==> config.mk <==
export PLATFORM = sky130hd
export DESIGN_NAME = alu_cmd_sequencer
export DESIGN_NICKNAME = d
export VERILOG_FILES = /design/src/rtl/alu_cmd_sequencer.sv
export SDC_FILE = /design/constraint.sdc
export NUM_CORES = 1
export LEC_CHECK = 0
export ABC_AREA = 1
export BUFFER_PORTS_ARGS = -buffer_cell sky130_fd_sc_hd__buf_2
export CAP_MARGIN = 20
export CORE_MARGIN = 3
export CORE_UTILIZATION = 56
export DETAILED_ROUTE_END_ITERATION = 10
export PLACE_DENSITY = 0.81
export SYNTH_ARGS = -nofsm -noshare
export SYNTH_HDL_FRONTEND = slang
export SYNTH_SLANG_ARGS = --single-unit
==> constraint.sdc <==
create_clock -name clk -period 2.1 [get_ports clk]
set_input_delay 0.315 -clock clk [delete_from_list [all_inputs] [get_ports clk]]
set_output_delay 0.315 -clock clk [all_outputs]
set_load 0.1 [all_outputs]
==> src/rtl/alu_cmd_sequencer.sv <==
// alu_cmd_sequencer
// Host-side initiator for the 4-bit ALU tile. Commands arrive on a
// valid/ready stream, go out to the ALU through registered operand and
// opcode outputs, and the ALU result is captured a fixed number of edges
// later. Results come back in order through a response FIFO. Commands are
// only accepted while (buffered + in-flight) responses leave room in the FIFO.
//
// Ports:
//   clk, rst_n                  clock, asynchronous active-low reset
//   cmd_valid/cmd_ready         command handshake
//   cmd_op, cmd_a, cmd_b        opcode and operands
//   cmd_tag                     opaque tag echoed with the response
//   alu_ab, alu_op              registered {a,b} and opcode to the ALU
//   alu_result/carry/ovf        ALU outputs
//   rsp_valid/rsp_ready         response handshake
//   rsp_result/carry/ovf/err    response payload from the FIFO head
//   rsp_tag                     tag of the head response
//   busy                        any command in flight or buffered
//   issue_count                 accepted commands, wraps at 16 bits
module alu_cmd_sequencer #(
  parameter int unsigned ALU_LAT   = 1,
  parameter int unsigned RSP_DEPTH = 4,
  parameter int unsigned TAG_W     = 4,
  parameter logic [3:0]  IDLE_OP   = 4'b1111
) (
  input  logic             clk,
  input  logic             rst_n,
  input  logic             cmd_valid,
  output logic             cmd_ready,
  input  logic [3:0]       cmd_op,
  input  logic [3:0]       cmd_a,
  input  logic [3:0]       cmd_b,
  input  logic [TAG_W-1:0] cmd_tag,
  output logic [7:0]       alu_ab,
  output logic [3:0]       alu_op,
  input  logic [7:0]       alu_result,
  input  logic             alu_carry,
  input  logic             alu_ovf,
  output logic             rsp_valid,
  input  logic             rsp_ready,
  output logic [7:0]       rsp_result,
  output logic             rsp_carry,
  output logic             rsp_ovf,
  output logic             rsp_err,
  output logic [TAG_W-1:0] rsp_tag,
  output logic             busy,
  output logic [15:0]      issue_count
);

  localparam int unsigned PIPE_LEN = ALU_LAT + 1;
  localparam int unsigned TAIL     = PIPE_LEN - 1;
  localparam int unsigned PTR_W    = (RSP_DEPTH > 1) ? $clog2(RSP_DEPTH) : 1;
  localparam int unsigned CNT_W    = PTR_W + 1;
  localparam int unsigned RSP_W    = TAG_W + 11;
  localparam logic [CNT_W-1:0] FULL_CNT   = CNT_W'(RSP_DEPTH);
  localparam logic [CNT_W:0]   CREDIT_LIM = (CNT_W + 1)'(RSP_DEPTH);

  logic                accept;
  logic                op_illegal;
  logic                op_addsub;
  logic [PIPE_LEN-1:0] pipe_vld;
  logic [PIPE_LEN-1:0] pipe_addsub;
  logic [PIPE_LEN-1:0] pipe_err;
  logic [TAG_W-1:0]    pipe_tag [PIPE_LEN];
  logic [CNT_W-1:0]    inflight;
  logic [CNT_W-1:0]    fifo_count;
  logic [CNT_W:0]      occupancy;
  logic [PTR_W-1:0]    wr_ptr;
  logic [PTR_W-1:0]    rd_ptr;
  logic [RSP_W-1:0]    mem [RSP_DEPTH];
  logic [RSP_W-1:0]    push_word;
  logic [RSP_W-1:0]    head_word;
  logic                push;
  logic                pop;

  assign op_illegal = (cmd_op > 4'hA);
  assign op_addsub  = (cmd_op == 4'h0) || (cmd_op == 4'h1);

  always_comb begin
    inflight = '0;
    for (int unsigned i = 0; i < PIPE_LEN; i++) begin
      inflight = inflight + CNT_W'(pipe_vld[i]);
    end
  end

  // Credit is derived from registered state only, so cmd_ready never
  // depends on cmd_valid.
  assign occupancy = {1'b0, fifo_count} + {1'b0, inflight};
  assign cmd_ready = (occupancy < CREDIT_LIM);
  assign accept    = cmd_valid && cmd_ready;

  assign push = pipe_vld[TAIL];
  assign pop  = rsp_valid && rsp_ready;

  // Flags are only meaningful for ADD/SUB; the ALU holds them across other
  // ops, so they are masked here. Illegal ops never reached the ALU.
  assign push_word = {pipe_tag[TAIL],
                      pipe_err[TAIL],
                      pipe_err[TAIL] ? 8'h00 : alu_result,
                      pipe_addsub[TAIL] & alu_carry,
                      pipe_addsub[TAIL] & alu_ovf};

  assign rsp_valid = (fifo_count != '0);
  assign head_word = rsp_valid ? mem[rd_ptr] : '0;
  assign {rsp_tag, rsp_err, rsp_result, rsp_carry, rsp_ovf} = head_word;

  assign busy = (|pipe_vld) || (fifo_count != '0);

  // ALU drive and capture pipeline
  always_ff @(posedge clk or negedge rst_n) begin
    if (!rst_n) begin
      alu_ab      <= '0;
      alu_op      <= IDLE_OP;
      pipe_vld    <= '0;
      pipe_addsub <= '0;
      pipe_err    <= '0;
      for (int unsigned i = 0; i < PIPE_LEN; i++) begin
        pipe_tag[i] <= '0;
      end
      issue_count <= '0;
    end else begin
      if (accept && !op_illegal) begin
        alu_ab <= {cmd_a, cmd_b};
        alu_op <= cmd_op;
      end else begin
        alu_ab <= '0;
        alu_op <= IDLE_OP;
      end
      pipe_vld[0]    <= accept;
      pipe_addsub[0] <= accept && op_addsub;
      pipe_err[0]    <= accept && op_illegal;
      pipe_tag[0]    <= cmd_tag;
      for (int unsigned i = 1; i < PIPE_LEN; i++) begin
        pipe_vld[i]    <= pipe_vld[i-1];
        pipe_addsub[i] <= pipe_addsub[i-1];
        pipe_err[i]    <= pipe_err[i-1];
        pipe_tag[i]    <= pipe_tag[i-1];
      end
      if (accept) begin
        issue_count <= issue_count + 16'd1;
      end
    end
  end

  // Response FIFO control
  always_ff @(posedge clk or negedge rst_n) begin
    if (!rst_n) begin
      wr_ptr     <= '0;
      rd_ptr     <= '0;
      fifo_count <= '0;
    end else begin
      if (push) begin
        wr_ptr <= wr_ptr + PTR_W'(1);
      end
      if (pop) begin
        rd_ptr <= rd_ptr + PTR_W'(1);
      end
      case ({push, pop})
        2'b10:   fifo_count <= fifo_count + CNT_W'(1);
        2'b01:   fifo_count <= fifo_count - CNT_W'(1);
        default: fifo_count <= fifo_count;
      endcase
    end
  end

  // Storage needs no reset: outputs are gated by rsp_valid.
  always_ff @(posedge clk) begin
    if (push) begin
      mem[wr_ptr] <= push_word;
    end
  end

  a_no_overflow: assert property (@(posedge clk) disable iff (!rst_n)
    !(push && !pop && (fifo_count == FULL_CNT)));

endmodule

==> metrics, run 1 <==
status=finished, violations left; violated checks=setup timing; clock slew at reported path FFs=around 100 ps; total global-route track usage=between 20% and 30%; Top FF cell, synth=edfxtp_1; largest net degree at the start of global routing=50; drt drc=0; worst path required time=between 1500 and 2000 ps; Critical Path AT=about 1800 ps; Max Cap Viol=0; hpwl dp=about 6.2 mm; worst hold path type=in -> async; Mapped Avg Cell Area=10.59 µm²; drt pass-1 iters=4; Die Ht=95.97 µm; Clock Skew=7.271 ps; maximum clock frequency=0.4751 GHz; synth cell count leaders=nor2_1, nand2_1, edfxtp_1; CP cell instances=inv_6 -> buf_4 -> o21ai_0 -> a21oi_4 -> buf_12; fin cells=626; Cells after Synth=about 430; final setup TNS=-4.740 ps; cell taking the most area after synthesis=edfxtp_1; fin nets=roughly 560; RR Startpoint=fifo_count[2]$_DFFE_PN0P_; r2r setup slk=~270 ps; Post-synth EDFFs=60; initial core utilization=between 50% and 60%; Syn. warnings=0; DRT antenna net count=0; largest cells by area after synthesis=edfxtp_1, dfrtp_1, nor2_1, nand2_1, o21ai_0; Num CTS Buffers=9; synthesis-stage register bit count=approximately 110; Post-Layout Inst Area=around 0.0057 mm²; Syn Nets=466; final core occ=73.30%; PnR worst setup slack=-4.740 ps; core area=~0.008 mm²; PortBufs=between 70 and 80; Yosys cell types=29; first-pass GRT wire length=14.94 mm; die area=about 0.0092 mm²; Worst Setup Path Type=reg -> out; final-report hold violation count=0; number of diodes=0; Placed Area=0.005384 mm²; Inst Count DP=approximately 600; initial antenna violation count=0; vias in the first global route=around 3300; slowest cell on the critical path=dfrtp_2; Reg2Reg Depth=10; die width=about 96 µm; Root Driver=clkbuf_8; CTS tree=done; Total Routed Length=9.493 mm; crit path from=rd_ptr[0]$_DFFE_PN0N_; Critical Path Max Stage Delay=roughly 460 ps; CP Depth=5; Async S/R FF share, synth=between 40% and 50%; Slew headroom=roughly three fifths; drt initial violations=170; Final Cycle Share=100.2%; clk_lat worst skew=between 300 and 400 ps; Slew @ Worst Pin=between 600 and 700 ps; CP top delay family=compound AO/OA/AOI/OAI gates; area fraction of the dominant cell type after synthesis=39.75%; Final Max Slew Viols=0; crit path buf inv count=3; row cnt=32; layout cell share with drive strength beyond 1=between 20% and 30%; Crit. End Element=primary output; CP Max Fanout=22; clock sink total=approximately 110; via count=about 3300; Avg Vias per Cell=~5.2; Longest Clk Path Bufs=2; startpoint class of the critical path=register; H-tree Lvls=3; most frequent cell after synthesis=nor2_1; unrepaired setup endpoints after global routing=true; IO Pins=76; Routed WL per cell=15.16 µm; Congestion Overflow GR=0; sequential share of the synthesized area=between 60% and 70%; routability-driven placement congestion ratio=0.8635; synthesized area=0.004533 mm²; crit path to=rsp_tag[2]; reg-to-reg endpoint=fifo_count[2]$_DFFE_PN0P_; Final Critical Period=about 2100 ps; Final setup viols=1; # fillers=~530; P&R area growth vs syn=26.25%
[state kept, by name (all words and copies together) (netlist names)]
name         cells
pipe_tag         8
mem             60
wr_ptr           2
pipe_addsub      2
fifo_count       3
issue_count     16
pipe_vld         2
rd_ptr           2
alu_op           4
pipe_err         2
alu_ab           8
[per-stage QoR]
stage / hold slack [ps] / worst slack (ps)
global route: 45.71 / -67.67
floorplan: 19.41 / -57.20
detailed placement: 334.7 / 244.7
CTS: 44.72 / 0.2327
finish: 33.97 / -4.740
global placement: 332.2 / 288.3
[area by class of cell]
cell class                      instances  area [µm²]  area share, %
Sequential cell                       109        3035          53.04
Multi-Input combinational cell        260        1404          24.53
Timing Repair Buffer                   96       798.3          13.95
Inverter                               43       176.4          3.083
Tap cell                              102       127.6          2.230
Clock buffer                            9       123.9          2.164
Clock inverter                          7       57.56          1.006
[per-layer routing]
layer,GRT usage (%),vias up,wire length [µm]
li1,-,1557,-
met5,0,-,0
met3,4.378,11,748
met2,37.00,142,4933
met1,26.54,1563,3698
met4,8.886,0,113
[worst min-delay path by stage]
stage                                      from                          to  depth (start not counted)
after detailed placement  pipe_tag[7]$_DFF_PN0_       pipe_tag[3]$_DFF_PN0_                          0
after floorplan                           rst_n         alu_ab[0]$_DFF_PN0_                          0
after global placement    pipe_tag[7]$_DFF_PN0_       pipe_tag[3]$_DFF_PN0_                          0
final                                     rst_n  issue_count[7]$_DFFE_PN0P_                          2
after global routing                 cmd_tag[0]       pipe_tag[4]$_DFF_PN0_                          1
after CTS                            cmd_tag[0]       pipe_tag[4]$_DFF_PN0_                          1
[timing repair]
action / in CTS / in global routing
pin swaps: 0 / 2
gates cloned: 1 / 0
resized for setup: 10 / 13
hold endpoints to repair: 0 / 0
hold buffers: 0 / 0
setup buffers: 6 / 3
setup endpoints to repair: 15 / 17
[cell families after synthesis]
| kind of cell | count (synthesis) | share of synthesized area, % |
|---|---|---|
| DFF | 109 | 66.91 |
| AOI/OAI and AO/OA | 58 | 6.569 |
| xor gates and xnor gates | 7 | 1.352 |
| adders and majority gates | 8 | 2.374 |
| and+or+nand+nor | 187 | 17.17 |
| buffers and inverters | 59 | 5.631 |
[cell usage in the layout (no fill, tap or decap), types with 6 or more instances in the layout]
master	count
nor2_1	101
nand2_1	62
edfxtp_1	60
buf_2	58
dfrtp_1	43
inv_1	38
o21ai_0	35
buf_4	16
buf_12	14
a21oi_4	11
clkbuf_8	9
ha_1	7
nand3b_1	6
Power of run 1 is not shown: default switching activity piles up to over one toggle a cycle in this logic, so the estimate is an artifact.
==> run 2, diff against run 1 <==
--- a/config.mk
+++ b/config.mk
@@ -12,6 +12,7 @@
 export CORE_UTILIZATION = 56
 export DETAILED_ROUTE_END_ITERATION = 10
 export PLACE_DENSITY = 0.81
+export SKIP_CTS_REPAIR_TIMING = 1
 export SYNTH_ARGS = -nofsm -noshare
 export SYNTH_HDL_FRONTEND = slang
 export SYNTH_SLANG_ARGS = --single-unit
==> run 2 against run 1 <==
The flow still finishes with violations (setup timing). Global-route usage fell by 0.65 points. Clock-buffer cell count did not move. First-iteration DRC count rose by 0.59%. Die area did not move. Worst setup slack got worse by 12 ps. Highest routed layer unchanged.
==> metrics, run 2 (same netlist as run 1, synthesis figures left out) <==
violated checks=setup timing; fin nets=554 (-0.54%); hpwl dp=6.219 mm (unchanged); DRT antenna net count=0 (unchanged); total global-route track usage=20.86% (-0.65 points); die width=95.97 µm (unchanged); gr busiest metal=met2; status=finished, violations left; initial core utilization=58.06% (unchanged); Post-Layout Inst Area=0.005685 mm² (-0.66%); clock slew at reported path FFs=100 ps (about the same); commonest non-fill, non-tap cell in the layout=nor2_1; Critical Path AT=1800 ps (about the same); clk_lat worst skew=350 ps (about the same); vias in the first global route=3226 (-1.5%); PortBufs=75 (unchanged); Final setup viols=1 (unchanged); register with the most flip-flops=mem; Crit. End Element=primary output; Congestion Overflow GR=0 (unchanged); final-report hold violation count=0 (unchanged); max FFs per register=60 (unchanged); PnR worst setup slack=-16.40 ps (-11.66 ps); Max Cap Viol=0 (unchanged); top flop regs=mem (60), issue_count (16); P&R area growth vs syn=25.42%; CP Max Fanout=22 (unchanged); unrepaired setup endpoints after global routing=true; clock sink total=109 (unchanged); startpoint class of the critical path=register; Final Cycle Share=100.8% (+0.56 points); routing usage on met3=4.457% (+0.078 points); Final Critical Period=2116 ps (+11.66 ps); worst hold path type=in -> async; Num CTS Buffers=9 (unchanged); H-tree Lvls=3 (unchanged); Slew @ Worst Pin=607.2 ps (+1.432 ps); Root Driver=clkbuf_8; layout cell share with drive strength beyond 1=27.83% (-0.60 points); largest net degree at the start of global routing=50 (unchanged); worst path required time=1780 ps (about the same); Final Max Slew Viols=0 (unchanged); Worst Setup Path Type=reg -> out; slowest cell on the critical path=dfrtp_2; Total Routed Length=9.261 mm (-2.4%); maximum clock frequency=0.4725 GHz (-0.55%); via count=3225 (-1.5%); row cnt=32 (unchanged); CP cell instances=inv_6 -> buf_4 -> o21ai_0 -> a21oi_4 -> buf_12; number of diodes=0 (unchanged); Clock Skew=5.290 ps (-1.982 ps); drt drc=0 (unchanged); Slew headroom=59.52% (-0.096 points); Critical Path Max Stage Delay=450 ps (about the same); Avg Vias per Cell=5.177 (-0.99%); met1 Usage GRT=25.95% (-0.59 points); IO Pins=76 (unchanged); hold slack=36.83 ps (+2.855 ps); die area=0.009210 mm² (unchanged); most frequent cells in the layout=nor2_1, nand2_1, edfxtp_1, buf_2, dfrtp_1; first-pass GRT wire length=14.51 mm (-2.9%); final core occ=72.82% (-0.48 points); core area=0.007807 mm² (unchanged); Routed WL per cell=14.87 µm (-2.0%); Longest Clk Path Bufs=2 (unchanged); Die Ht=95.97 µm (unchanged); Placed Area=0.005384 mm² (unchanged); CTS tree=done; drt pass-1 iters=4 (unchanged); GR Layer Usage met2=35.32% (-1.7 points); initial antenna violation count=0 (unchanged); routability-driven placement congestion ratio=0.8635 (unchanged); drt initial violations=171 (+0.59%)
-- run 2: final timing paths --
check | endpoint | cells after the start | slack, ps | startpoint
setup / recovery | rsp_tag[2] | 5 | -20 | rd_ptr[0]$_DFFE_PN0N_
hold / removal | issue_count[7]$_DFFE_PN0P_ | 2 | 40 | rst_n
setup reg to reg | fifo_count[2]$_DFFE_PN0P_ | 10 | 250 | fifo_count[2]$_DFFE_PN0P_
hold reg to reg | pipe_err[1]$_DFF_PN0_ | 0 | 360 | pipe_err[0]$_DFF_PN0_
max in group asynchronous | rd_ptr[1]$_DFFE_PN0N_ | 2 | 1610 | rst_n
min in group clk | pipe_tag[4]$_DFF_PN0_ | 1 | 60 | cmd_tag[0]
-- run 2: routing by layer --
metal  wire length (µm)  vias to the layer above  part of all wire (%)
met5                  0                        -                     0
met4                122                        0                   1.3
met3                617                       14                   6.7
met2               4781                      115                    52
met1               3740                     1538                    40
li1                   -                     1558                     -
-- run 2: area by class of cell --
cell class                 count  area (µm²)
sequential                   109        3035
fill                         533        2122
clock inverter                 7       57.56
inverter                      43       176.4
tap                          102       127.6
clock buffer                   9       123.9
multi-input combinational    260        1389
timing repair buffer          93       775.7
-- run 2: metrics by stage --
stage | setup TNS [ps] | cells | setup slack [ps]
floorplan | -379.5 | 428 | -57.20
global placement | 0 | 601 | 288.3
detailed placement | 0 | 601 | 244.7
CTS | -1547 | 617 | -169.2
global route | -338.3 | 623 | -83.38
finish | -16.40 | 623 | -16.40
-- run 2: critical path, delay by kind of cell, from the launching register on --
family          cells  cell delay (ps)
compound gates      2              520
buf+inv             3              470
flops               1              450
Power of run 2 is left out for the same reason.
==> run 3, diff against run 2 <==
--- a/config.mk
+++ b/config.mk
@@ -8,7 +8,7 @@
 export ABC_AREA = 1
 export BUFFER_PORTS_ARGS = -buffer_cell sky130_fd_sc_hd__buf_2
 export CAP_MARGIN = 20
-export CORE_MARGIN = 3
+export CORE_MARGIN = 5
 export CORE_UTILIZATION = 56
 export DETAILED_ROUTE_END_ITERATION = 10
 export PLACE_DENSITY = 0.81
==> run 3 against run 2 <==
The run still ends with setup timing left. Sequential share of layout area increased by 0.52 points. First-iteration DRC count decreased by 8.2%. Clock skew rose by 7.6 ps. Largest cell class unchanged.
==> metrics, run 3 (same netlist as run 1, synthesis figures left out) <==
status=finished, violations left; violated checks=setup timing; H-tree Lvls=3 (unchanged); core area=0.007807 mm² (unchanged); Num CTS Buffers=9 (unchanged); clock sink total=109 (unchanged); worst path required time=1780 ps (about the same); hold slack=28.48 ps (-8.348 ps); PortBufs=75 (unchanged); row cnt=32 (unchanged); drt drc=0 (unchanged); # fillers=559 (+4.9%); Worst Setup Path Type=reg -> out; clk_lat worst skew=370 ps (+20 ps); r2r setup slk=160 ps (-90 ps); routability-driven placement congestion ratio=0.8494 (-1.6%); Routed WL per cell=14.94 µm (+0.49%); first-pass GRT wire length=15.26 mm (+5.1%); register with the most flip-flops=mem; hpwl dp=6.190 mm (-0.46%); initial antenna violation count=0 (unchanged); fin nets=548 (-1.1%); layout cell share with drive strength beyond 1=26.80% (-1.0 points); maximum clock frequency=0.4755 GHz (+0.63%); CP Max Fanout=16 (-27%); Max Cap Viol=0 (unchanged); unrepaired setup endpoints after global routing=true; final-report hold violation count=0 (unchanged); Clock Skew=12.84 ps (+7.551 ps); die width=99.97 µm (+4.2%); PnR worst setup slack=-3.076 ps (+13.32 ps); multi-input logic area=0.001389 mm² (unchanged); drt initial violations=157 (-8.2%); Die Ht=99.97 µm (+4.2%); most frequent cells in the layout=nor2_1, nand2_1, edfxtp_1, buf_2, dfrtp_1; Congestion Overflow GR=0 (unchanged); Critical Path AT=1790 ps (about the same); number of diodes=0 (unchanged); Longest Clk Path Bufs=2 (unchanged); worst hold path type=in -> async; max FFs per register=60 (unchanged); P&R area growth vs syn=24.15%; Avg Vias per Cell=5.133 (-0.84%); total global-route track usage=19.44% (-1.4 points); Root Driver=clkbuf_8; commonest non-fill, non-tap cell in the layout=nor2_1; initial core utilization=58.06% (unchanged); Final Cycle Share=100.1% (-0.63 points); CTS tree=done; Total Routed Length=9.217 mm (-0.48%); Crit. End Element=primary output; die area=0.009994 mm² (+8.5%); DRT antenna net count=0 (unchanged); drt pass-1 iters=4 (unchanged); Final Max Slew Viols=0 (unchanged); dpl ws=224.9 ps (-19.84 ps); vias in the first global route=3341 (+3.6%); register area=0.003034 mm² (about the same); Slew @ Worst Pin=601.0 ps (-6.203 ps); top flop regs=mem (60), issue_count (16); largest net degree at the start of global routing=50 (unchanged); clock slew at reported path FFs=110 ps (about the same); via count=3167 (-1.8%); Final setup viols=1 (unchanged); final setup TNS=-3.076 ps (+13.32 ps); Final Critical Period=2103 ps (-13.32 ps); Slew headroom=59.93% (+0.41 points); IO Pins=76 (unchanged); startpoint class of the critical path=register
run 3: cell types whose count changed in the layout (fill, tap and decap cells not counted), sizes merged:
cell      before  now
inv           44   48
clkbuf        11   10
buf           91   86
clkinv         2    0
clkinvlp       4    2
run 3: worst paths after layout:
check	end	cells after the start	start
worst max-delay path	rsp_tag[3]	5	rd_ptr[1]$_DFFE_PN0N_
worst min-delay path	alu_ab[7]$_DFF_PN0_	2	rst_n
worst max register to register	fifo_count[2]$_DFFE_PN0P_	10	fifo_count[0]$_DFFE_PN0P_
worst min register to register	pipe_addsub[1]$_DFF_PN0_	0	pipe_addsub[0]$_DFF_PN0_
max in group asynchronous	rd_ptr[0]$_DFFE_PN0N_	2	rst_n
min in group clk	pipe_tag[4]$_DFF_PN0_	1	cmd_tag[0]
run 3: cell type report:
class | instances | area share [%]
Clock buffer | 9 | 2.201
Clock inverter | 7 | 1.112
Inverter | 43 | 3.068
Multi-Input combinational cell | 260 | 24.68
Sequential cell | 109 | 53.91
Tap cell | 102 | 2.268
Timing Repair Buffer | 87 | 12.76
run 3: worst max-delay path: stages (launching register included):
cell     delay, ps
dfrtp_1        440
buf_4          230
nor2_1         140
o21ai_0        140
a21oi_2        260
buf_12         210
run 3: per-stage QoR:
stage,instance area (µm²),util (%),instances
2_1_floorplan,4679,-,428
3_5_place_dp,5401,69.18,599
6_report,5628,72.08,617
4_1_cts,5588,71.57,615
5_1_grt,5628,72.08,617
3_3_place_gp,5401,69.18,599
run 3: routing by layer:
layer	share of wire, %	vias to the layer above	GRT usage [%]	wire length [µm]
met3	7.1	12	5.281	654
met1	42	1516	24.02	3865
met2	49	103	33.09	4540
met4	1.7	0	6.839	156
met5	0	-	0	0
li1	-	1536	-	-
Power of run 3 is left out for the same reason.
